<file path="src/rtl/sdram_arb_pkg.sv">
// Shared types and constants for the two-port KFSDRAM request arbiter.
// Port indices double as grant values and as the data-out/ack vector index.
package sdram_arb_pkg;

    typedef enum logic [1:0] {
        IDLE = 2'd0,
        REQ  = 2'd1,
        XFER = 2'd2,
        DONE = 2'd3
    } arb_state_t;

    localparam logic       PORT_CPU       = 1'b0;
    localparam logic       PORT_AUX       = 1'b1;
    localparam logic [9:0] ACCESS_NUM_ONE = 10'h001;

    localparam int ADDR_W = 25;
    localparam int DATA_W = 16;
    localparam int NUM_PORTS = 2;

    // Saturating increment used by the starvation counter.
    function automatic logic [3:0] sat_inc(input logic [3:0] value, input logic [3:0] limit);
        return (value >= limit) ? limit : value + 4'd1;
    endfunction

endpackage

</file>
<file path="src/rtl/sdram_arb_priority.sv">
// Port selection with bounded starvation: port 0 wins ties until port 1 has
// been passed over STARVE_LIMIT consecutive times.
module sdram_arb_priority
    import sdram_arb_pkg::*;
#(
    parameter int unsigned STARVE_LIMIT = 4
) (
    input  logic clock,
    input  logic reset,
    input  logic req0,
    input  logic req1,
    input  logic grant_strobe,
    output logic grant_idx
);

    localparam logic [3:0] LIMIT = 4'(STARVE_LIMIT);

    logic [3:0] starve_cnt_q;
    logic [3:0] starve_cnt_d;

    always_comb begin
        grant_idx = PORT_CPU;
        if (req1 && (!req0 || starve_cnt_q == LIMIT)) begin
            grant_idx = PORT_AUX;
        end
    end

    // Only port-0 grants taken over a waiting port 1 count towards starvation.
    always_comb begin
        starve_cnt_d = starve_cnt_q;
        if (grant_strobe) begin
            if (grant_idx == PORT_AUX || !req1) begin
                starve_cnt_d = 4'd0;
            end else begin
                starve_cnt_d = sat_inc(starve_cnt_q, LIMIT);
            end
        end
    end

    always_ff @(posedge clock or posedge reset) begin
        if (reset) begin
            starve_cnt_q <= 4'd0;
        end else begin
            starve_cnt_q <= starve_cnt_d;
        end
    end

endmodule

</file>
<file path="src/rtl/sdram_port_arbiter.sv">
// Shares the single KFSDRAM request interface between the CPU path (port 0)
// and an auxiliary master (port 1); one latched transaction at a time.
module sdram_port_arbiter
    import sdram_arb_pkg::*;
#(
    parameter int unsigned STARVE_LIMIT = 4
) (
    input  logic              clock,
    input  logic              reset,

    input  logic              p0_read,
    input  logic              p0_write,
    input  logic [ADDR_W-1:0] p0_address,
    input  logic [DATA_W-1:0] p0_data_in,
    output logic [DATA_W-1:0] p0_data_out,
    output logic              p0_ack,

    input  logic              p1_read,
    input  logic              p1_write,
    input  logic [ADDR_W-1:0] p1_address,
    input  logic [DATA_W-1:0] p1_data_in,
    output logic [DATA_W-1:0] p1_data_out,
    output logic              p1_ack,

    output logic [ADDR_W-1:0] access_address,
    output logic [9:0]        access_num,
    output logic [DATA_W-1:0] access_data_in,
    output logic              write_request,
    output logic              read_request,
    input  logic [DATA_W-1:0] access_data_out,
    input  logic              write_flag,
    input  logic              read_flag,
    input  logic              idle,
    input  logic              refresh_mode,

    output logic              initialized,
    output logic              grant
);

    arb_state_t               state_q;
    logic                     grant_q;
    logic                     op_write_q;
    logic [ADDR_W-1:0]        addr_q;
    logic [DATA_W-1:0]        wdata_q;
    logic                     write_req_q;
    logic                     read_req_q;
    logic [NUM_PORTS-1:0]     ack_q;
    logic                     initialized_q;

    logic [NUM_PORTS-1:0]     port_read;
    logic [NUM_PORTS-1:0]     port_write;
    logic [NUM_PORTS-1:0]     port_req;
    logic [ADDR_W-1:0]        port_addr  [NUM_PORTS];
    logic [DATA_W-1:0]        port_wdata [NUM_PORTS];

    logic                     grant_idx;
    logic                     grant_strobe;
    logic                     sel_write;
    logic                     flag_match;
    logic                     capture_en;

    assign port_read     = {p1_read,  p0_read};
    assign port_write    = {p1_write, p0_write};
    assign port_addr[0]  = p0_address;
    assign port_addr[1]  = p1_address;
    assign port_wdata[0] = p0_data_in;
    assign port_wdata[1] = p1_data_in;

    genvar gi;
    generate
        for (gi = 0; gi < NUM_PORTS; gi++) begin : g_req
            assign port_req[gi] = port_read[gi] | port_write[gi];
        end
    endgenerate

    // Refresh and init both hold idle low, so no grant can slip in under them.
    assign grant_strobe = (state_q == IDLE) && idle && (|port_req);

    // Read and write together on one port is treated as a write.
    assign sel_write  = port_write[grant_idx];
    assign flag_match = op_write_q ? write_flag : read_flag;
    assign capture_en = (state_q == XFER) && !op_write_q && read_flag;

    sdram_arb_priority #(
        .STARVE_LIMIT (STARVE_LIMIT)
    ) u_priority (
        .clock        (clock),
        .reset        (reset),
        .req0         (port_req[0]),
        .req1         (port_req[1]),
        .grant_strobe (grant_strobe),
        .grant_idx    (grant_idx)
    );

    always_ff @(posedge clock or posedge reset) begin
        if (reset) begin
            state_q       <= IDLE;
            grant_q       <= PORT_CPU;
            op_write_q    <= 1'b0;
            addr_q        <= '0;
            wdata_q       <= '0;
            write_req_q   <= 1'b0;
            read_req_q    <= 1'b0;
            ack_q         <= '0;
            initialized_q <= 1'b0;
        end else begin
            ack_q <= '0;
            if (idle) begin
                initialized_q <= 1'b1;
            end
            case (state_q)
                IDLE: begin
                    if (grant_strobe) begin
                        grant_q     <= grant_idx;
                        op_write_q  <= sel_write;
                        addr_q      <= port_addr[grant_idx];
                        wdata_q     <= port_wdata[grant_idx];
                        write_req_q <= sel_write;
                        read_req_q  <= !sel_write;
                        state_q     <= REQ;
                    end
                end
                REQ: begin
                    if (flag_match) begin
                        write_req_q <= 1'b0;
                        read_req_q  <= 1'b0;
                        state_q     <= XFER;
                    end
                end
                XFER: begin
                    if (!flag_match) begin
                        ack_q[grant_q] <= 1'b1;
                        addr_q         <= '0;
                        wdata_q        <= '0;
                        state_q        <= DONE;
                    end
                end
                DONE: begin
                    state_q <= IDLE;
                end
                default: begin
                    state_q <= IDLE;
                end
            endcase
        end
    end

    // Each port keeps its last read word until its next read completes.
    generate
        for (gi = 0; gi < NUM_PORTS; gi++) begin : g_port
            logic [DATA_W-1:0] data_out_q;

            always_ff @(posedge clock or posedge reset) begin
                if (reset) begin
                    data_out_q <= '0;
                end else if (capture_en && grant_q == 1'(gi)) begin
                    data_out_q <= access_data_out;
                end
            end
        end
    endgenerate

    assign p0_data_out    = g_port[0].data_out_q;
    assign p1_data_out    = g_port[1].data_out_q;
    assign p0_ack         = ack_q[0];
    assign p1_ack         = ack_q[1];
    assign access_address = addr_q;
    assign access_data_in = wdata_q;
    assign access_num     = ACCESS_NUM_ONE;
    assign write_request  = write_req_q;
    assign read_request   = read_req_q;
    assign initialized    = initialized_q;
    assign grant          = grant_q;

endmodule
</file>
<file path="config.mk">
export PLATFORM = sky130hd
export DESIGN_NAME = sdram_port_arbiter
export DESIGN_NICKNAME = d
export VERILOG_FILES = /design/src/rtl/sdram_arb_pkg.sv /design/src/rtl/sdram_arb_priority.sv /design/src/rtl/sdram_port_arbiter.sv
export SDC_FILE = /design/constraint.sdc
export NUM_CORES = 1
export LEC_CHECK = 0
export BUFFER_PORTS_ARGS = -buffer_cell sky130_fd_sc_hd__buf_2
export CORE_MARGIN = 1
export CORE_UTILIZATION = 49
export DETAILED_ROUTE_END_ITERATION = 16
export PLACE_DENSITY_LB_ADDON = 0.08
export SKIP_LAST_GASP = 1
export SLEW_MARGIN = 20
export SYNTH_ARGS = -nofsm -noshare
export SYNTH_HDL_FRONTEND = slang
export SYNTH_SLANG_ARGS = --single-unit
export TNS_END_PERCENT = 100
</file>
<file path="constraint.sdc">
create_clock -name clock -period 7.6 [get_ports clock]
set_input_delay 0.76 -clock clock [delete_from_list [all_inputs] [get_ports clock]]
set_output_delay 0.76 -clock clock [all_outputs]
set_load 0.1 [all_outputs]
</file>
==> metrics.txt <==
Post-CTS Hold Buffers 0; Post-Syn Area 3870 um2; CP arrival 2.65 ns; Die W 90.9 um; CTS sink cnt 86; endpoints failing setup 0; Final nets 583; Worst Setup Path Type register to register; Design Area, Final 5150 um2; final hold slack 0.467 ns; antenna-violating nets left 0; area of the multi-input gates 1590 um2; DRT Pass-1 Iters 4; clock skew 0.0114 ns; # IOs 197; Inserted Clock Buffers 9; drt initial violations 110; yosys warns 0; Die ar. 8270 um2; H-tree depth 3; slew margin rel. 40.9%; crit-path cells inv_1 -> ha_1 -> nand2_1 -> nor2_1 -> nand3b_1 -> buf_4 -> o2bb2ai_1; CP max-delay cell nand3b_1; CP Capture Type register; GP Congestion 0.742; placed instance area 4850 um2; fillers 610; setup TNS 0 ns; Starting Density 50.4%; routed vias 2961; Area growth, synth to finish 32.9%; vias in the first global route 2970; Yosys cell types 36; fin crit period 2.38 ns; clk_lat worst skew 0.35 ns; GRT overflow 0; Routed WL 8870 um; ANT cells 0; first-pass GRT wire length 14400 um; Final period util 31.3%; TritonCTS clock tree done; RSZ-0062 raised after global routing false; Fmax 0.420 GHz; Clock Tree Root clkbuf_8; vias per inst 5.14; flops & latches, synth 86; syn_area_per_cell 13.5 um2; PostCTS Resize Cnt 0; share of cells above drive strength 1 52.3%; pin count of the biggest net entering global routing 87; final slew viol count 0; critical path's largest stage delay 0.47 ns; Clock transition at path regs 0.08 ns; HP Class register to register; WP data required 7.86 ns; DR DRC count 0; worst slew pin tran 0.882 ns; Final Hold Vio Count 0; register area 2150 um2; Seq/Total Area, Yosys 55.5%; outcome complete, no violations; top fanout value on the critical path 28; Post-DP HPWL 6420 um; Placeable Area 7690 um2; port bufs 185; Max Root-Sink Buffers 2; crit start category register; Cells after Synth 286; GRT Total Usage 22.1%; drt wl/cell 15.4 um; die height 90.9 um; Max Cap Viol 0; antenna violations before repair 0; row cnt 32; number of post-CTS setup repair buffers 0
## flip-flops by register name (all words and copies together) (netlist names), 2 cells and up
signal and count:
access_address 25, access_data_in 16, p0_data_out 16, p1_data_out 16
u_priority.starve_cnt_q 4, ack_q 2, state_q 2
## final timing paths
path | start | endpoint | slack, ns | cells after the start
worst max-delay path | state_q[0] | access_data_in[9] | 5.22 | 7
worst min-delay path | initialized | initialized | 0.47 | 1
max in group asynchronous | reset | access_address[2] | 6.49 | 3
min in group asynchronous | reset | p0_data_out[15] | 0.61 | 3
worst min register to register | initialized | initialized | 0.47 | 1
worst max register to register | state_q[0] | access_data_in[9] | 5.22 | 7
## layer usage
layer	global-route usage [%]	up-vias	routed length, um
li1	-	1404	-
met1	27.8	1426	3770
met2	35.2	126	4210
met3	8.67	5	815
met4	6.75	0	69
met5	0	-	0
## cells by family (layout without fill, tap and decap cells)
family	after synthesis	after routing	share of synthesized area, %
other	2	10	0.194
AOI/OAI and AO/OA	54	54	12.0
and+or+nand+nor	28	28	4.36
DFF	86	86	55.5
adders and majority gates	6	6	1.94
muxes	77	77	21.0
buffers and inverters	33	213	4.97
## synthesized netlist by cell type (all sizes together)
master	number	area, um2
dfrtp	86	2150
mux2i	42	420
o2bb2ai	41	359
mux2	35	394
buf	25	163
inv	7	26.3
ha	6	75.1
nor2	6	22.5
nand2	5	18.8
o211ai	3	27.5
a22o	2	17.5
and2	2	12.5
conb	2	7.51
nand4b	2	17.5
nor3	2	15.0
nor3b	2	15.0
o21ai	2	10.0
or2	2	12.5
a21o	1	7.51
a21oi	1	5.00
a22oi	1	7.51
a2bb2oi	1	8.76
and3	1	6.26
and3b	1	8.76
clkbuf	1	3.75
nand3	1	5.00
nand3b	1	7.51
nor4	1	6.26
nor4bb	1	10.0
o221ai	1	8.76
o22ai	1	12.5
or4	1	11.3
## placed cells by master (no fill, tap or decap), types with 5 or more instances in the layout
| cell | count |
|---|---|
| nand2_1 | 5 |
| o2bb2ai_1 | 41 |
| inv_1 | 6 |
| ha_1 | 6 |
| conb_1 | 10 |
| clkbuf_8 | 9 |
| mux2i_1 | 42 |
| nor2_1 | 6 |
| mux2_2 | 35 |
| buf_2 | 185 |
| dfrtp_1 | 86 |
## per-stage QoR
| step | setup WS (ns) | instances | util [%] |
|---|---|---|---|
| 2_1_floorplan | 4.62 | 294 | - |
| 3_3_place_gp | 4.93 | 558 | 63.1 |
| 3_5_place_dp | 4.98 | 558 | 63.1 |
| 4_1_cts | 5.13 | 574 | 66.5 |
| 5_1_grt | 5.01 | 576 | 67.0 |
| 6_report | 5.22 | 576 | 67.0 |
## layout make-up
cell class              count  area share, %
clock buffers              10           2.48
flip-flops and latches     86           41.8
well taps                 102           2.48
inverters                   7          0.534
clock inverters             6           2.60
multi-input cells         175           30.9
repair buffers            190           19.2
## worst max-delay path: cells and delay by family, from the launching register on
family / cells / cell delay [ns]
simple gates: 3 / 0.89
buf+inv: 2 / 0.54
fa+ha+maj: 1 / 0.28
flops: 1 / 0.39
compound gates: 1 / 0.18
Power is left out: the tool's default activity adds up to more than one toggle a clock period on the data nets, which glitch-free logic cannot reach.
